## src/rtl/rvfi_mem_mon_pkg.sv

```systemverilog
// ----------------------------------------------------------------------------
// rvfi_mem_mon_pkg
// Shared types for the native valid/ready memory-interface monitor:
//   - mon_state_e : per-channel FSM state (IDLE / WAIT / ERR)
//   - WAIT_CNT_W  : width of the saturating stall counter
//   - TXN_CNT_W   : width of the wrapping handshake counter
//   - mem_req_t   : packed snapshot of one request {instr, addr, wdata, wstrb}
// The request struct is sized for the widest supported XLEN (64); narrower
// channels zero-extend into it, so one type serves every XLEN up to 64.
// ----------------------------------------------------------------------------
package rvfi_mem_mon_pkg;

    localparam int WAIT_CNT_W   = 8;
    localparam int TXN_CNT_W    = 16;
    localparam int MEM_XLEN_MAX = 64;
    localparam int MEM_STRB_MAX = MEM_XLEN_MAX / 8;

    typedef enum logic [1:0] {
        ST_IDLE = 2'd0,
        ST_WAIT = 2'd1,
        ST_ERR  = 2'd2
    } mon_state_e;

    typedef struct packed {
        logic                    instr;
        logic [MEM_XLEN_MAX-1:0] addr;
        logic [MEM_XLEN_MAX-1:0] wdata;
        logic [MEM_STRB_MAX-1:0] wstrb;
    } mem_req_t;

    function automatic mem_req_t pack_req(
        input logic                    instr,
        input logic [MEM_XLEN_MAX-1:0] addr,
        input logic [MEM_XLEN_MAX-1:0] wdata,
        input logic [MEM_STRB_MAX-1:0] wstrb
    );
        mem_req_t r;
        r.instr = instr;
        r.addr  = addr;
        r.wdata = wdata;
        r.wstrb = wstrb;
        return r;
    endfunction

endpackage

```

## src/rtl/rvfi_mem_mon_chan.sv

```systemverilog
// ----------------------------------------------------------------------------
// rvfi_mem_mon_chan
// Handshake monitor for a single valid/ready memory channel.
// Tracks the request through IDLE -> WAIT -> IDLE, counts stall cycles
// (saturating) and completed handshakes (wrapping), and raises sticky error
// flags for request instability, premature valid drop and stall timeout.
//
// Ports:
//   clk, resetn     clock, asynchronous active-low reset
//   check           enables error flag setting and ERR entry
//   mem_valid/ready request handshake
//   mem_instr/addr/wdata/wstrb  request fields (held stable while stalled)
//   wait_cnt        consecutive stall cycles, saturating at 255
//   stall_ok        1 while wait_cnt < MAX_WAIT
//   err_unstable    sticky: fields changed while stalled
//   err_drop        sticky: valid fell before ready
//   err_timeout     sticky: stall count exceeded MAX_WAIT
//   txn_cnt         completed handshakes, wrapping
// ----------------------------------------------------------------------------
module rvfi_mem_mon_chan
    import rvfi_mem_mon_pkg::*;
#(
    parameter int XLEN        = 32,
    parameter int MAX_WAIT    = 5,
    parameter int CHECK_INSTR = 1
) (
    input  logic                  clk,
    input  logic                  resetn,
    input  logic                  check,
    input  logic                  mem_valid,
    input  logic                  mem_ready,
    input  logic                  mem_instr,
    input  logic [XLEN-1:0]       mem_addr,
    input  logic [XLEN-1:0]       mem_wdata,
    input  logic [XLEN/8-1:0]     mem_wstrb,
    output logic [WAIT_CNT_W-1:0] wait_cnt,
    output logic                  stall_ok,
    output logic                  err_unstable,
    output logic                  err_drop,
    output logic                  err_timeout,
    output logic [TXN_CNT_W-1:0]  txn_cnt
);

    localparam logic [WAIT_CNT_W:0] MAX_WAIT_EXT = (WAIT_CNT_W + 1)'(MAX_WAIT);

    function automatic logic [WAIT_CNT_W-1:0] sat_inc(input logic [WAIT_CNT_W-1:0] v);
        if (&v) begin
            return v;
        end
        return v + 1'b1;
    endfunction

    mon_state_e            state_q, state_d;
    logic [WAIT_CNT_W-1:0] wait_q, wait_d;
    logic [TXN_CNT_W-1:0]  txn_q, txn_d;
    logic                  unstable_q, unstable_d;
    logic                  drop_q, drop_d;
    logic                  timeout_q, timeout_d;
    logic                  capture_en;
    logic                  fields_differ;
    logic                  wait_over;
    logic                  instr_cmp;
    mem_req_t              cur_req;
    mem_req_t              cap_q;

    // With CHECK_INSTR=0 the instr bit is forced to 0 on both sides of the
    // comparison so it can never cause a mismatch.
    assign instr_cmp = (CHECK_INSTR != 0) ? mem_instr : 1'b0;

    assign cur_req = pack_req(instr_cmp,
                              MEM_XLEN_MAX'(mem_addr),
                              MEM_XLEN_MAX'(mem_wdata),
                              MEM_STRB_MAX'(mem_wstrb));

    assign fields_differ = (cur_req != cap_q);

    // Timeout looks at the registered count, so the flag rises on the edge
    // after wait_cnt has reached MAX_WAIT+1.
    assign wait_over = ({1'b0, wait_q} > MAX_WAIT_EXT);

    always_comb begin
        state_d    = state_q;
        wait_d     = wait_q;
        txn_d      = txn_q;
        unstable_d = unstable_q;
        drop_d     = drop_q;
        timeout_d  = timeout_q;
        capture_en = 1'b0;

        case (state_q)
            ST_IDLE: begin
                if (mem_valid) begin
                    if (mem_ready) begin
                        txn_d = txn_q + 1'b1;
                    end else begin
                        state_d    = ST_WAIT;
                        capture_en = 1'b1;
                        wait_d     = WAIT_CNT_W'(1);
                    end
                end
            end

            ST_WAIT: begin
                if (check && wait_over) begin
                    timeout_d = 1'b1;
                end
                if (mem_valid) begin
                    // The accepting cycle is compared too: the request that
                    // completes must be the one that was first presented.
                    if (check && fields_differ) begin
                        unstable_d = 1'b1;
                    end
                    if (mem_ready) begin
                        state_d = ST_IDLE;
                        txn_d   = txn_q + 1'b1;
                        wait_d  = '0;
                    end else begin
                        wait_d = sat_inc(wait_q);
                    end
                end else if (check) begin
                    // Counters freeze at their values at the moment of the drop.
                    state_d = ST_ERR;
                    drop_d  = 1'b1;
                end else begin
                    state_d = ST_IDLE;
                    wait_d  = '0;
                end
            end

            ST_ERR: begin
            end

            default: begin
                state_d = ST_IDLE;
            end
        endcase
    end

    always_ff @(posedge clk or negedge resetn) begin
        if (!resetn) begin
            state_q    <= ST_IDLE;
            wait_q     <= '0;
            txn_q      <= '0;
            unstable_q <= 1'b0;
            drop_q     <= 1'b0;
            timeout_q  <= 1'b0;
        end else begin
            state_q    <= state_d;
            wait_q     <= wait_d;
            txn_q      <= txn_d;
            unstable_q <= unstable_d;
            drop_q     <= drop_d;
            timeout_q  <= timeout_d;
        end
    end

    // Captured request is pure data; it is only read in WAIT, which is always
    // entered through a capture, so it needs no reset.
    always_ff @(posedge clk) begin
        if (capture_en) begin
            cap_q <= cur_req;
        end
    end

    assign wait_cnt     = wait_q;
    assign stall_ok     = ({1'b0, wait_q} < MAX_WAIT_EXT);
    assign err_unstable = unstable_q;
    assign err_drop     = drop_q;
    assign err_timeout  = timeout_q;
    assign txn_cnt      = txn_q;

endmodule

```

## src/rtl/rvfi_mem_handshake_monitor.sv

```systemverilog
// ----------------------------------------------------------------------------
// rvfi_mem_handshake_monitor
// Multi-channel protocol monitor for the native valid/ready memory interface.
// One rvfi_mem_mon_chan per channel; channels are fully independent. The top
// only adds the registered OR of every sticky error flag.
//
// Ports (channel c occupies slice c of every packed vector):
//   clk, resetn   clock, asynchronous active-low reset
//   check         enables error flag setting
//   mem_valid     [NCHAN]          request valid
//   mem_ready     [NCHAN]          request accepted
//   mem_instr     [NCHAN]          instruction-fetch qualifier
//   mem_addr      [NCHAN*XLEN]     request address
//   mem_wdata     [NCHAN*XLEN]     write data
//   mem_wstrb     [NCHAN*XLEN/8]   write strobes
//   wait_cnt      [NCHAN*8]        consecutive stall count, saturating
//   stall_ok      [NCHAN]          fairness qualifier, wait_cnt < MAX_WAIT
//   err_unstable  [NCHAN]          sticky instability flag
//   err_drop      [NCHAN]          sticky premature-drop flag
//   err_timeout   [NCHAN]          sticky timeout flag
//   txn_cnt       [NCHAN*16]       completed handshakes, wrapping
//   any_err                        registered OR of all sticky flags
// ----------------------------------------------------------------------------
module rvfi_mem_handshake_monitor
    import rvfi_mem_mon_pkg::*;
#(
    parameter int NCHAN       = 1,
    parameter int XLEN        = 32,
    parameter int MAX_WAIT    = 5,
    parameter int CHECK_INSTR = 1
) (
    input  logic                        clk,
    input  logic                        resetn,
    input  logic                        check,
    input  logic [NCHAN-1:0]            mem_valid,
    input  logic [NCHAN-1:0]            mem_ready,
    input  logic [NCHAN-1:0]            mem_instr,
    input  logic [NCHAN*XLEN-1:0]       mem_addr,
    input  logic [NCHAN*XLEN-1:0]       mem_wdata,
    input  logic [NCHAN*XLEN/8-1:0]     mem_wstrb,
    output logic [NCHAN*WAIT_CNT_W-1:0] wait_cnt,
    output logic [NCHAN-1:0]            stall_ok,
    output logic [NCHAN-1:0]            err_unstable,
    output logic [NCHAN-1:0]            err_drop,
    output logic [NCHAN-1:0]            err_timeout,
    output logic [NCHAN*TXN_CNT_W-1:0]  txn_cnt,
    output logic                        any_err
);

    localparam int STRB_W = XLEN / 8;

    logic any_err_p1;

    for (genvar c = 0; c < NCHAN; c++) begin : g_chan
        rvfi_mem_mon_chan #(
            .XLEN        (XLEN),
            .MAX_WAIT    (MAX_WAIT),
            .CHECK_INSTR (CHECK_INSTR)
        ) u_chan (
            .clk          (clk),
            .resetn       (resetn),
            .check        (check),
            .mem_valid    (mem_valid[c]),
            .mem_ready    (mem_ready[c]),
            .mem_instr    (mem_instr[c]),
            .mem_addr     (mem_addr[c*XLEN +: XLEN]),
            .mem_wdata    (mem_wdata[c*XLEN +: XLEN]),
            .mem_wstrb    (mem_wstrb[c*STRB_W +: STRB_W]),
            .wait_cnt     (wait_cnt[c*WAIT_CNT_W +: WAIT_CNT_W]),
            .stall_ok     (stall_ok[c]),
            .err_unstable (err_unstable[c]),
            .err_drop     (err_drop[c]),
            .err_timeout  (err_timeout[c]),
            .txn_cnt      (txn_cnt[c*TXN_CNT_W +: TXN_CNT_W])
        );
    end

    // Error summary register: any_err trails the per-channel flags by one cycle
    always_ff @(posedge clk or negedge resetn) begin
        if (!resetn) begin
            any_err_p1 <= 1'b0;
        end else begin
            any_err_p1 <= |{err_unstable, err_drop, err_timeout};
        end
    end

    assign any_err = any_err_p1;

endmodule

```

## config.mk

```make
export PLATFORM = sky130hd
export DESIGN_NAME = rvfi_mem_handshake_monitor
export DESIGN_NICKNAME = d
export VERILOG_FILES = /design/src/rtl/rvfi_mem_mon_pkg.sv /design/src/rtl/rvfi_mem_mon_chan.sv /design/src/rtl/rvfi_mem_handshake_monitor.sv
export SDC_FILE = /design/constraint.sdc
export NUM_CORES = 1
export LEC_CHECK = 0
export CAP_MARGIN = 40
export CORE_MARGIN = 5
export CORE_UTILIZATION = 50
export CTS_CLUSTER_DIAMETER = 200
export DETAILED_ROUTE_END_ITERATION = 10
export PLACE_DENSITY = 0.87
export RECOVER_POWER = 100
export SYNTH_ARGS = -nofsm -noshare
export SYNTH_HDL_FRONTEND = slang
export SYNTH_SLANG_ARGS = --single-unit
```

## constraint.sdc

```tcl
create_clock -name clk -period 7.2 [get_ports clk]
set_input_delay 0.72 -clock clk [delete_from_list [all_inputs] [get_ports clk]]
set_output_delay 0.72 -clock clk [all_outputs]
set_load 0.05 [all_outputs]
```

==> impl_metrics.tcl, run 1 <==
set metrics [dict create \
    status "complete, but fails checks" \
    violations "max-capacitance violations, max-slew violations" \
    slew_violations 113 \
    fill_cells 648 \
    final_nets 488 \
    tns_ns 0 \
    layout-drive-gt1-share 0.06265 \
    insertion_delay_ns 0.37 \
    holdWs_ns 0.4850 \
    criticalPathCategory "in -> reg" \
    cts_root_buf "clkbuf_8" \
    ys_seq_area_frac 0.6520 \
    clk_path_buf_depth 2 \
    synth_top_area_frac 0.4786 \
    vias 2675 \
    wl_um 8924 \
    postCtsSetupBuffers 0 \
    cp-start-kind "primary input" \
    synth_compound_area_frac 0.04538 \
    ys.warnings.count 0 \
    gr-total-overflow 0 \
    crit_fanout 69 \
    worst-endpoint-arrival_ns 4.28 \
    antenna_found_initial 0 \
    crit_chain "dlygate4sd3_1 > nand2b_2 > nor3_1 > clkbuf_1" \
    p_per_area_nw_per_um2 230.4 \
    layout_common_cells "101 x dlygate4sd3_1, 71 x xor2_1, 69 x edfxtp_1" \
    stdcell_count 523 \
    synthTopCellsByArea "edfxtp_1 48%, dfrtp_1 17%, xor2_1 14%" \
    cts_num_sinks 99 \
    grt_pass1_vias 2784 \
    dp_hpwl_um 6651 \
    setup_viol 0 \
    worst_path_largest_cell_delay_ns 2.58 \
    gr-usage-all-layers 0.1706 \
    tightestPinTransition_ns 3.636 \
    drt_iter0_drc 97 \
    relSlewSlack -1.424 \
    regArea_sq_um 2823 \
    die_h_um 103.1 \
    synth_top_family_by_area "XOR/XNOR gates" \
    multi_input_area_sq_um 1409 \
    syn_avg_cell_area_sq_um 14.53 \
    p_leak_uw 0.002187 \
    fmax_ghz 0.2279 \
    ys_ff_latch 99 \
    grt_pass1_wl_um 13900 \
    post_cts_resized 0 \
    htreeDepth 3 \
    cts_tree "done" \
    clk_pin_slew_ns 0.10 \
    synth_nets 376 \
    antennaDiodeCount 0 \
    die_w_um 103.1 \
    synthAdderAreaFrac 0.01156 \
    mostFrequentLayoutCell "dlygate4sd3_1" \
    path_buf_inv 2 \
    top_level_ports 103 \
    ir_drop_uv 299.9 \
    finish.utilization 0.6536 \
    skew_ns 0.01852 \
    post-place-cells 507 \
    muxShareOfSynthArea 0.002601 \
    cp_slowest_cell "clkbuf_1" \
    initial_core_util 0.5038 \
    cp.required_ns 7.09 \
    ant_nets 0 \
    hold_viol 0 \
    min_path_type "reg -> reg" \
    synth.distinct_cells 43 \
    synth_top_cell_by_area "edfxtp_1" \
    fin_crit_sh 0.6095 \
    cts_buffers 9 \
    cp-end-kind "flip-flop" \
    synth_xor_area_frac 0.1699 \
    std_cell_rows 34 \
    core_area_sq_um 8593 \
    drc 0 \
    dr.pass1.iters 4 \
    io_buffers 102 \
    maxCapViolCount 3 \
    total_power_uw 1294 \
    cpLargestDelayFamily "buffers and inverters" \
    gpl.final_weighted_congestion 0.8620 \
    vias_per_cell 5.115 \
    floorplan.die_area_sq_um 10620 \
    synth-simple-area-share 0.1046 \
    finalCriticalPeriod_ns 4.388 \
    grt_start_max_net_pins 70 \
    routedWlPerCell_um 17.06 \
    cts-hold-fix-buffers 0 \
    syn_inst 298 \
    netlist_area_sq_um 4329 \
    areaGrowthSynthToFinish_pct 29.74 \
    rsz0062_at_grt "false" \
]
sequential cells by signal, summed over array words and instances, names as in the netlist:
signal and count:
g_chan.u_chan.wait_cnt 8, g_chan.u_chan.err_unstable 1, g_chan.u_chan.err_timeout 1, g_chan.u_chan.txn_cnt 16
g_chan.u_chan.cap_q 69, any_err 1, g_chan.u_chan.state_q 2, g_chan.u_chan.err_drop 1
area by class of cell:
cell class	count	share of cell area
clock buffer	9	0.02205
clock inverter	7	0.01270
inverter	7	0.004678
multi-input combinational	189	0.2508
sequential	99	0.5026
tap	108	0.02406
timing repair buffer	104	0.1831
per-stage QoR:
stage / setup slack [ns] / cell area [sq um]
2_1_floorplan: 1.006 / 4329
3_3_place_gp: 4.480 / 5472
3_5_place_dp: 4.380 / 5472
4_1_cts: 4.025 / 5667
5_1_grt: 2.502 / 5617
6_report: 2.812 / 5617
logic make-up after synthesis:
logic type	Yosys count
adder cells (fa/ha/maj)	4
multiplexers	1
buffers and inverters	10
flip-flops	99
AO/OA/AOI/OAI	24
AND/OR/NAND/NOR	76
XOR/XNOR	84
synthesized netlist by cell type, drive strengths merged:
cell type,instances
or4,1
or3,1
a21o,1
nand3,9
a31oi,2
ha,4
nand2b,5
or2,1
and3,6
mux2,1
nand2,7
and2b,2
edfxtp,69
o21bai,1
and2,2
nand4,7
nor2b,3
xor2,71
inv,7
buf,3
dfrtp,30
a21oi,2
o22ai,1
xnor2,13
nor2,10
nor3,3
nor4,17
o21ai,11
o31ai,4
and4b,1
o311ai,1
and4,1
a211oi,1
final timing paths:
check / start / end / slack, ns / cells after the start
min in group asynchronous: resetn / g_chan[0].u_chan.txn_cnt[8] / 1.30 / 2
worst min register to register: g_chan[0].u_chan.txn_cnt[15] / g_chan[0].u_chan.txn_cnt[15] / 0.49 / 1
max in group asynchronous: resetn / g_chan[0].u_chan.state_q[0] / 4.96 / 2
worst min-delay path: g_chan[0].u_chan.txn_cnt[15] / g_chan[0].u_chan.txn_cnt[15] / 0.49 / 1
worst max-delay path: mem_valid / g_chan[0].u_chan.cap_q[39] / 2.81 / 4
worst max register to register: g_chan[0].u_chan.state_q[1] / g_chan[0].u_chan.cap_q[39] / 3.46 / 2
per-layer routing:
| metal | up-vias | routed length (um) | global-route usage | share of wire |
|---|---|---|---|---|
| met5 | - | 0 | 0 | 0 |
| met4 | 0 | 82 | 0.04183 | 0.0092 |
| met3 | 10 | 487 | 0.03789 | 0.055 |
| met2 | 65 | 4401 | 0.2852 | 0.49 |
| met1 | 1302 | 3952 | 0.2282 | 0.44 |
| li1 | 1298 | - | - | - |
power breakdown:
part           total, uW  switching, uW  leakage [uW]  internal [uW]
clock network        344            208     0.0000996            136
logic                248            153       0.00106           94.6
registers            702           35.7       0.00102            666
Note: power is estimated with default switching activity, not from simulation.
==> run 2, diff against run 1 <==
Settings changed: CORE_UTILIZATION 50 to 45, PLACE_DENSITY 0.87 to 0.83.
Clock period 7.2 ns to 3.65 ns, I/O delays scaled along.
==> impl_metrics.tcl, run 2 (synthesis results as in run 1) <==
set metrics [dict create \
    grt_start_max_net_pins 70 \
    violations "max-capacitance violations, max-slew violations" \
    gr-total-overflow 0 \
    postCtsSetupBuffers 0 \
    final_nets 488 \
    slew_violations 101 \
    mostFrequentLayoutCell "dlygate4sd3_1" \
    relSlewSlack -0.1098 \
    antenna_found_initial 0 \
    drt_iter0_drc 132 \
    min_path_type "reg -> reg" \
    rrSetupSlack_ns 1.25 \
    total_power_uw 2518 \
    largest_register_ffs 69 \
    setup_viol 0 \
    routedWlPerCell_um 15.78 \
    rsz0062_at_grt "false" \
    grt_pass1_wl_um 13630 \
    fin_ws_ns 0.8450 \
    fin_crit_sh 0.7685 \
    dp_hpwl_um 6400 \
    die_w_um 108.1 \
    grt_pass1_vias 2779 \
    top_register "g_chan.u_chan.cap_q" \
    areaGrowthSynthToFinish_pct 30.72 \
    io_buffers 102 \
    fmax_ghz 0.3565 \
    initial_core_util 0.4641 \
    layout-drive-gt1-share 0.06763 \
    cts_tree "done" \
    insertion_delay_ns 0.36 \
    crit_chain "or4_1 > nor3_1 > dlygate4sd3_1" \
    gpl.final_weighted_congestion 0.8496 \
    worst_path_largest_cell_delay_ns 0.90 \
    cp-end-kind "output pin" \
    ant_nets 0 \
    drc 0 \
    vias 2693 \
    hold_viol 0 \
    cp_slowest_cell "dlygate4sd3_1" \
    ir_drop_uv 534.8 \
    criticalPathCategory "reg -> out" \
    cp.required_ns 3.28 \
    maxCapViolCount 2 \
    dp_slack_ns 1.212 \
    cp-start-kind "flip-flop" \
    stdcell_count 546 \
    path_buf_inv 1 \
    top_level_ports 103 \
    vias_per_cell 4.932 \
    status "complete, but fails checks" \
    cpLargestDelayFamily "buffers and inverters" \
    cts_num_sinks 99 \
    worst-endpoint-arrival_ns 2.44 \
    post-place-cells 528 \
    floorplan.die_area_sq_um 11680 \
    skew_ns 0.01577 \
    post_cts_resized 0 \
    cts_root_buf "clkbuf_8" \
    finalCriticalPeriod_ns 2.805 \
    tns_ns 0 \
    p_leak_uw 0.002202 \
    crit_fanout 7 \
    cts-hold-fix-buffers 0 \
    gr-usage-all-layers 0.1501 \
    std_cell_rows 35 \
    dr.pass1.iters 4 \
    core_area_sq_um 9328 \
    cts_buffers 9 \
    clk_pin_slew_ns 0.09 \
    p_per_area_nw_per_um2 444.9 \
    layout_common_cells "100 x dlygate4sd3_1, 71 x xor2_1, 69 x edfxtp_1" \
    wl_um 8616 \
    tightestPinTransition_ns 1.665 \
    fill_cells 764 \
    htreeDepth 3 \
    die_h_um 108.1 \
    clk_path_buf_depth 2 \
]
-- run 2: power by group --
group	total (uW)	internal (uW)	leakage [uW]	switching [uW]
clock network	642	254	0.0000880	387
logic	491	190	0.00109	301
registers	1380	1310	0.00102	73.9
total	2520	1760	0.00220	763
-- run 2: path summary, 6_finish.rpt --
check,endpoint,startpoint,cells past startpoint
hold reg to reg,g_chan[0].u_chan.txn_cnt[15],g_chan[0].u_chan.txn_cnt[15],1
setup / recovery,stall_ok,g_chan[0].u_chan.wait_cnt[5],3
max in group asynchronous,g_chan[0].u_chan.txn_cnt[2],resetn,2
setup reg to reg,g_chan[0].u_chan.wait_cnt[4],g_chan[0].u_chan.wait_cnt[0],6
min in group asynchronous,g_chan[0].u_chan.txn_cnt[6],resetn,2
hold / removal,g_chan[0].u_chan.txn_cnt[15],g_chan[0].u_chan.txn_cnt[15],1
-- run 2: per-stage QoR --
step	util	instance area, sq um	hold WS [ns]
floorplan	-	4340	0.06941
global placement	0.5901	5504	0.4627
detailed placement	0.5901	5504	0.4651
CTS	0.6087	5678	0.3839
global route	0.6059	5652	0.4840
finish	0.6067	5659	0.4683
-- run 2: layout make-up --
cell class / count / area (sq um) / share of cell area
Clock inverter: 6 / 50.05 / 0.008844
Sequential cell: 99 / 2823 / 0.4988
Timing Repair Buffer: 104 / 1030 / 0.1820
Inverter: 7 / 26.28 / 0.004643
Tap cell: 129 / 161.4 / 0.02852
Antenna cell: 3 / 7.507 / 0.001327
Multi-Input combinational cell: 189 / 1438 / 0.2540
Clock buffer: 9 / 123.9 / 0.02189
-- run 2: per-layer routing --
layer,GRT usage,share of wire
met1,0.2038,0.45
met4,0.04328,0.012
met2,0.2362,0.46
met5,0,0
met3,0.04299,0.072
